--- src/rtl/pipe_mux_pkg.sv ---
// Shared state encoding and parameter helpers for the registered N:1 select.
package pipe_mux_pkg;

  typedef enum logic [1:0] {
    ST_EMPTY = 2'd0,
    ST_ONE   = 2'd1,
    ST_TWO   = 2'd2
  } state_t;

  function automatic int clog2(input int value);
    int result;
    int v;
    result = 0;
    v = value - 1;
    while (v > 0) begin
      result = result + 1;
      v = v >> 1;
    end
    return result;
  endfunction

endpackage

--- src/rtl/pipe_mux_n_mux_sel_core.sv ---
// Combinational N:1 select with out-of-range flag; no state.
module mux_sel_core
  import pipe_mux_pkg::*;
#(
  parameter int DATA_WIDTH = 64,
  parameter int NUM_INPUTS = 4,
  parameter int SEL_WIDTH  = 2,
  parameter int ERR_ZERO   = 1
) (
  input  logic [NUM_INPUTS*DATA_WIDTH-1:0] data,
  input  logic [SEL_WIDTH-1:0]             sel,
  output logic [DATA_WIDTH-1:0]            sel_data,
  output logic                             sel_err
);

  // One extra bit so NUM_INPUTS == 2**SEL_WIDTH still fits the compare.
  localparam logic [SEL_WIDTH:0] NUM_W = NUM_INPUTS[SEL_WIDTH:0];

  always_comb begin
    sel_err = ({1'b0, sel} >= NUM_W);
    if (ERR_ZERO != 0) begin
      sel_data = '0;
    end else begin
      sel_data = data[DATA_WIDTH-1:0];
    end
    for (int k = 0; k < NUM_INPUTS; k++) begin
      if (sel == SEL_WIDTH'(k)) begin
        sel_data = data[k*DATA_WIDTH +: DATA_WIDTH];
      end
    end
  end

endmodule

--- src/rtl/pipe_mux_n.sv ---
// N:1 select registered behind a valid/ready handshake with a 2-entry head/skid buffer.
//   state    | meaning
//   ST_EMPTY | no beat held
//   ST_ONE   | head holds a beat
//   ST_TWO   | head and skid both hold beats, upstream stalled
module pipe_mux_n
  import pipe_mux_pkg::*;
#(
  parameter int DATA_WIDTH = 64,
  parameter int NUM_INPUTS = 4,
  parameter int SEL_WIDTH  = 2,
  parameter int ERR_ZERO   = 1
) (
  input  logic                             clk,
  input  logic                             rst_n,
  input  logic [NUM_INPUTS*DATA_WIDTH-1:0] in_data,
  input  logic [SEL_WIDTH-1:0]             in_sel,
  input  logic                             in_valid,
  output logic                             in_ready,
  output logic [DATA_WIDTH-1:0]            out_data,
  output logic                             out_err,
  output logic                             out_valid,
  input  logic                             out_ready
);

  if (NUM_INPUTS < 2 || SEL_WIDTH < clog2(NUM_INPUTS)) begin : g_param_err
    $error("pipe_mux_n: NUM_INPUTS must be >= 2 and fit in SEL_WIDTH");
  end

  state_t                state;
  state_t                state_nxt;
  logic [DATA_WIDTH-1:0] head_data;
  logic [DATA_WIDTH-1:0] skid_data;
  logic [DATA_WIDTH-1:0] sel_data;
  logic                  head_err;
  logic                  skid_err;
  logic                  sel_err;
  logic                  accept;
  logic                  pop;
  logic                  load_head_new;
  logic                  load_head_skid;
  logic                  load_skid;

  mux_sel_core #(
    .DATA_WIDTH (DATA_WIDTH),
    .NUM_INPUTS (NUM_INPUTS),
    .SEL_WIDTH  (SEL_WIDTH),
    .ERR_ZERO   (ERR_ZERO)
  ) u_core (
    .data     (in_data),
    .sel      (in_sel),
    .sel_data (sel_data),
    .sel_err  (sel_err)
  );

  // in_ready depends on registered state only, never on out_ready.
  assign in_ready  = rst_n & (state != ST_TWO);
  assign out_valid = (state != ST_EMPTY);
  assign accept    = in_valid & in_ready;
  assign pop       = out_valid & out_ready;
  assign out_data  = head_data;
  assign out_err   = head_err;

  always_comb begin
    state_nxt      = state;
    load_head_new  = 1'b0;
    load_head_skid = 1'b0;
    load_skid      = 1'b0;
    case (state)
      ST_EMPTY: begin
        if (accept) begin
          state_nxt     = ST_ONE;
          load_head_new = 1'b1;
        end
      end
      ST_ONE: begin
        if (accept && pop) begin
          load_head_new = 1'b1;
        end else if (accept) begin
          state_nxt = ST_TWO;
          load_skid = 1'b1;
        end else if (pop) begin
          state_nxt = ST_EMPTY;
        end
      end
      ST_TWO: begin
        if (pop) begin
          state_nxt      = ST_ONE;
          load_head_skid = 1'b1;
        end
      end
      default: state_nxt = ST_EMPTY;
    endcase
  end

  always_ff @(posedge clk or negedge rst_n) begin
    if (!rst_n) begin
      state <= ST_EMPTY;
    end else begin
      state <= state_nxt;
    end
  end

  always_ff @(posedge clk or negedge rst_n) begin
    if (!rst_n) begin
      head_data <= '0;
      head_err  <= 1'b0;
      skid_data <= '0;
      skid_err  <= 1'b0;
    end else begin
      if (load_head_new) begin
        head_data <= sel_data;
        head_err  <= sel_err;
      end else if (load_head_skid) begin
        head_data <= skid_data;
        head_err  <= skid_err;
      end
      if (load_skid) begin
        skid_data <= sel_data;
        skid_err  <= sel_err;
      end
    end
  end

endmodule

--- config.mk ---
export PLATFORM = sky130hd
export DESIGN_NAME = pipe_mux_n
export DESIGN_NICKNAME = d
export VERILOG_FILES = /design/src/rtl/pipe_mux_pkg.sv /design/src/rtl/pipe_mux_n_mux_sel_core.sv /design/src/rtl/pipe_mux_n.sv
export SDC_FILE = /design/constraint.sdc
export NUM_CORES = 1
export LEC_CHECK = 0
export ABC_AREA = 1
export CORE_MARGIN = 3
export CORE_UTILIZATION = 48
export CTS_BUF_LIST = sky130_fd_sc_hd__clkbuf_4
export DETAILED_ROUTE_END_ITERATION = 8
export GPL_TIMING_DRIVEN = 0
export PLACE_DENSITY_LB_ADDON = 0.12
export SYNTH_ARGS = -nofsm -noshare
export SYNTH_HDL_FRONTEND = slang
export SYNTH_SLANG_ARGS = --single-unit
--- constraint.sdc ---
create_clock -name clk -period 2.75 [get_ports clk]
set_input_delay 0.55 -clock clk [delete_from_list [all_inputs] [get_ports clk]]
set_output_delay 0.55 -clock clk [all_outputs]
set_load 0.02 [all_outputs]
==> run summary <==
Routed wire per std cell: 17.7 um
largest net degree at the start of global routing: 77
final antenna-violating net count: 0
Critical path buffers and inverters: 4
Worst R2R Setup Slack: 1070 ps
Die W: 132 um
Yosys reg bits: 130
Port Buf Inserts: 326
fillers: 1297
wire length of the first global-routing pass: 44200 um
Lkg Pwr: 5.17 nW
Clock Skew: 11.3 ps
slowest CP cell: clkdlybuf4s50_1
post-synthesis compound-gate area fraction: 0.123
Worst-Skew Late Latency: 540 ps
max incr delay on CP: 620 ps
Avg Vias per Cell: 5.33
Distinct cells, synth: 27
Max Slew Vio Count: 0
fmax: 382 MHz
Total Routing Usage GR: 0.323
TritonRoute pass-1 iters: 5
gp weighted congestion: 0.836
area grow syn2layout: 49.4%
H-tree Lvls: 4
CP required: 2200 ps
r2r startpoint: state[0]
CTS Root Cell: clkbuf_4
number of nets in the layout: 1700
r2r endpoint: out_data[51]
die area: 17500 um2
initial antenna violation count: 1
Max VDD drop: 0.000261 V
Hold Path Class: primary input to async pin
vias after detailed routing: 8849
share of cells above drive strength 1: 0.0863
worst rel slew slack: 0.426
largest family of logic cells by synthesized area: simple AND/OR/NAND/NOR gates
Inst Count DP: 1628
IO Count: 329
CTS Buffer Depth: 2
sequential fraction of the synthesis area: 0.424
Detailed Place HPWL: 22400 um
register clock-pin slew on the reported worst setup and hold paths: 100 ps
total CTS buffers: 17
Setup Viol. Count Final: 0
DRC viols: 0
Final Cycle Share: 0.952
clock tree from TritonCTS: done
Period minus WS final: 2620 ps
Synth Area in Adders: 0
core area: 15400 um2
Cells after Synth: 1090
unrepaired setup endpoints after global routing: no
cell chain of the critical path: dlygate4sd3_1 -> buf_6 -> nand2_1 -> inv_1 -> clkdlybuf4s50_1
Yosys warnings: 0
Post-Synth XOR/XNOR Area: 0
Worst-Margin Slew: 861 ps
row count: 45
Netlist Area Pre-Place: 7660 um2
reg2reg path depth: 6
Setup TNS Final: 0 ps
CP max FO: 8
Mapped Nets: 1352
post-route insts no fill: 1660
max_cap viols: 0
syn avg cell area: 7.03 um2
Worst Setup End Kind: primary output
Critical Path AT: 2070 ps
multiplexer share of the synthesized area: 0
vias in the first global route: 8616
Setup CP Type: primary input to primary output
outcome: complete, no violations
Final Hold Viols: 0
CTS sink cnt: 130
initial core utilization: 0.497
CP delay by family, top: buffers and inverters
grt ovf: 0
Iteration-0 DRC Markers: 598
Die H: 132 um
final wirelength: 29300 um
crit path launch type: primary input
simple logic cell fraction of the synthesized area: 0.382
PD cells: 554 nW/um2
Power, Total: 6.34 mW
## flip-flops by register name (all words and copies together), names as in the netlist
signal / flops
out_data: 64
skid_data: 64
state: 2
## worst reg2reg max path, stage by stage (launching register included)
cell,delay [ps]
dfrtp_1,440
nand2_1,90
nand2_1,210
nor2_4,280
buf_6,190
buf_2,250
a21oi_1,110
## timing repair
action                     4_1_cts  5_1_grt
setup buffers                    0        0
setup endpoints to repair        0        0
hold buffers                     2        0
hold endpoints to repair        51        0
resized for setup                0        0
## synth_stat cells, drive strengths merged
cell type | n | area, um2
inv | 40 | 150
nand4 | 2 | 12.5
nor2 | 28 | 148
nand3 | 149 | 758
nand2 | 425 | 1610
or2 | 64 | 400
o22ai | 32 | 200
dfrtp | 130 | 3250
a21oi | 24 | 150
buf | 44 | 268
conb | 1 | 3.75
o21ai | 118 | 591
clkbuf | 33 | 124
## power breakdown
| group | internal (mW) | leakage [nW] | switching [mW] |
|---|---|---|---|
| logic | 1.22 | 3.46 | 1.33 |
| clock network | 0.341 | 0.113 | 0.667 |
| registers | 2.47 | 1.59 | 0.311 |
## routing by layer
metal / vias to the layer above / part of all wire / wire [um] / global-route usage
met2: 427 / 0.49 / 14400 / 0.558
met1: 4101 / 0.38 / 11300 / 0.374
met5: - / 0 / 0 / 0
li1: 4250 / - / - / -
met4: 0 / 0.042 / 1230 / 0.154
met3: 71 / 0.084 / 2460 / 0.0855
## placed cells by master, fill, tap and decap left out
cell             Yosys  routed
clkinv_1             0       4
nor2_2               1       1
nand3_1            148     148
clkbuf_1            33      33
nor2_1              24      24
nand4_1              2       2
nand2_2              1       1
nand3_4              1       1
clkinvlp_4           0       1
clkdlybuf4s50_1      0     325
conb_1               1       1
buf_1                3       3
nor2_8               2       2
or2_2               36      36
or2_1                2       2
diode_2              0       1
o22ai_1             32      32
inv_2                5       5
a21oi_1             16      16
buf_6                7       8
dfrtp_1            130     130
inv_1               35      35
o21ai_0             77      77
clkinv_2             0       5
nor2_4               1       1
dlygate4sd3_1        0       1
nand2_4              1       1
buf_16               0       2
or2_0               26      26
buf_4                3       3
a21oi_2              8       8
nand2_1            423     423
clkbuf_4             0      19
buf_2               31      31
o21ai_1             41      41
## logic make-up (layout without fill, tap and decap cells)
| logic type | after synthesis | count (layout) |
|---|---|---|
| AO/OA/AOI/OAI | 174 | 174 |
| flip-flops | 130 | 130 |
| buffers and inverters | 117 | 475 |
| other | 1 | 2 |
| AND/OR/NAND/NOR | 668 | 668 |
## worst max path at each step
| stage | cells after the start | from | slack [ps] | end |
|---|---|---|---|---|
| floorplan | 7 | out_ready | 1280 | out_data[0] |
| global placement | 6 | rst_n | -4290 | out_data[52] |
| CTS | 5 | rst_n | 120 | in_ready |
| finish | 5 | rst_n | 130 | in_ready |
| detailed placement | 8 | in_sel[1] | 310 | skid_data[32] |
| global route | 5 | rst_n | 90 | in_ready |
## per-stage QoR
step / setup WS (ps) / hold WS (ps) / utilization / area (um2)
floorplan: 1280 / 254 / - / 7660
global placement: -4290 / 462 / 0.725 / 11200
detailed placement: 311 / 465 / 0.727 / 11200
CTS: 116 / 386 / 0.742 / 11400
global route: 85.7 / 368 / 0.742 / 11400
finish: 131 / 406 / 0.742 / 11400
## layout make-up
type	instances	area, um2	area share
inverter	40	150	0.0131
clock inverter	10	47.5	0.00415
multi-input combinational	843	3870	0.338
timing repair buffer	329	3330	0.291
tap	211	264	0.0231
clock buffer	19	143	0.0125
antenna	1	2.50	0.000219
buffer	77	392	0.0342
sequential	130	3250	0.284
Power figures use the tool's default switching activity.
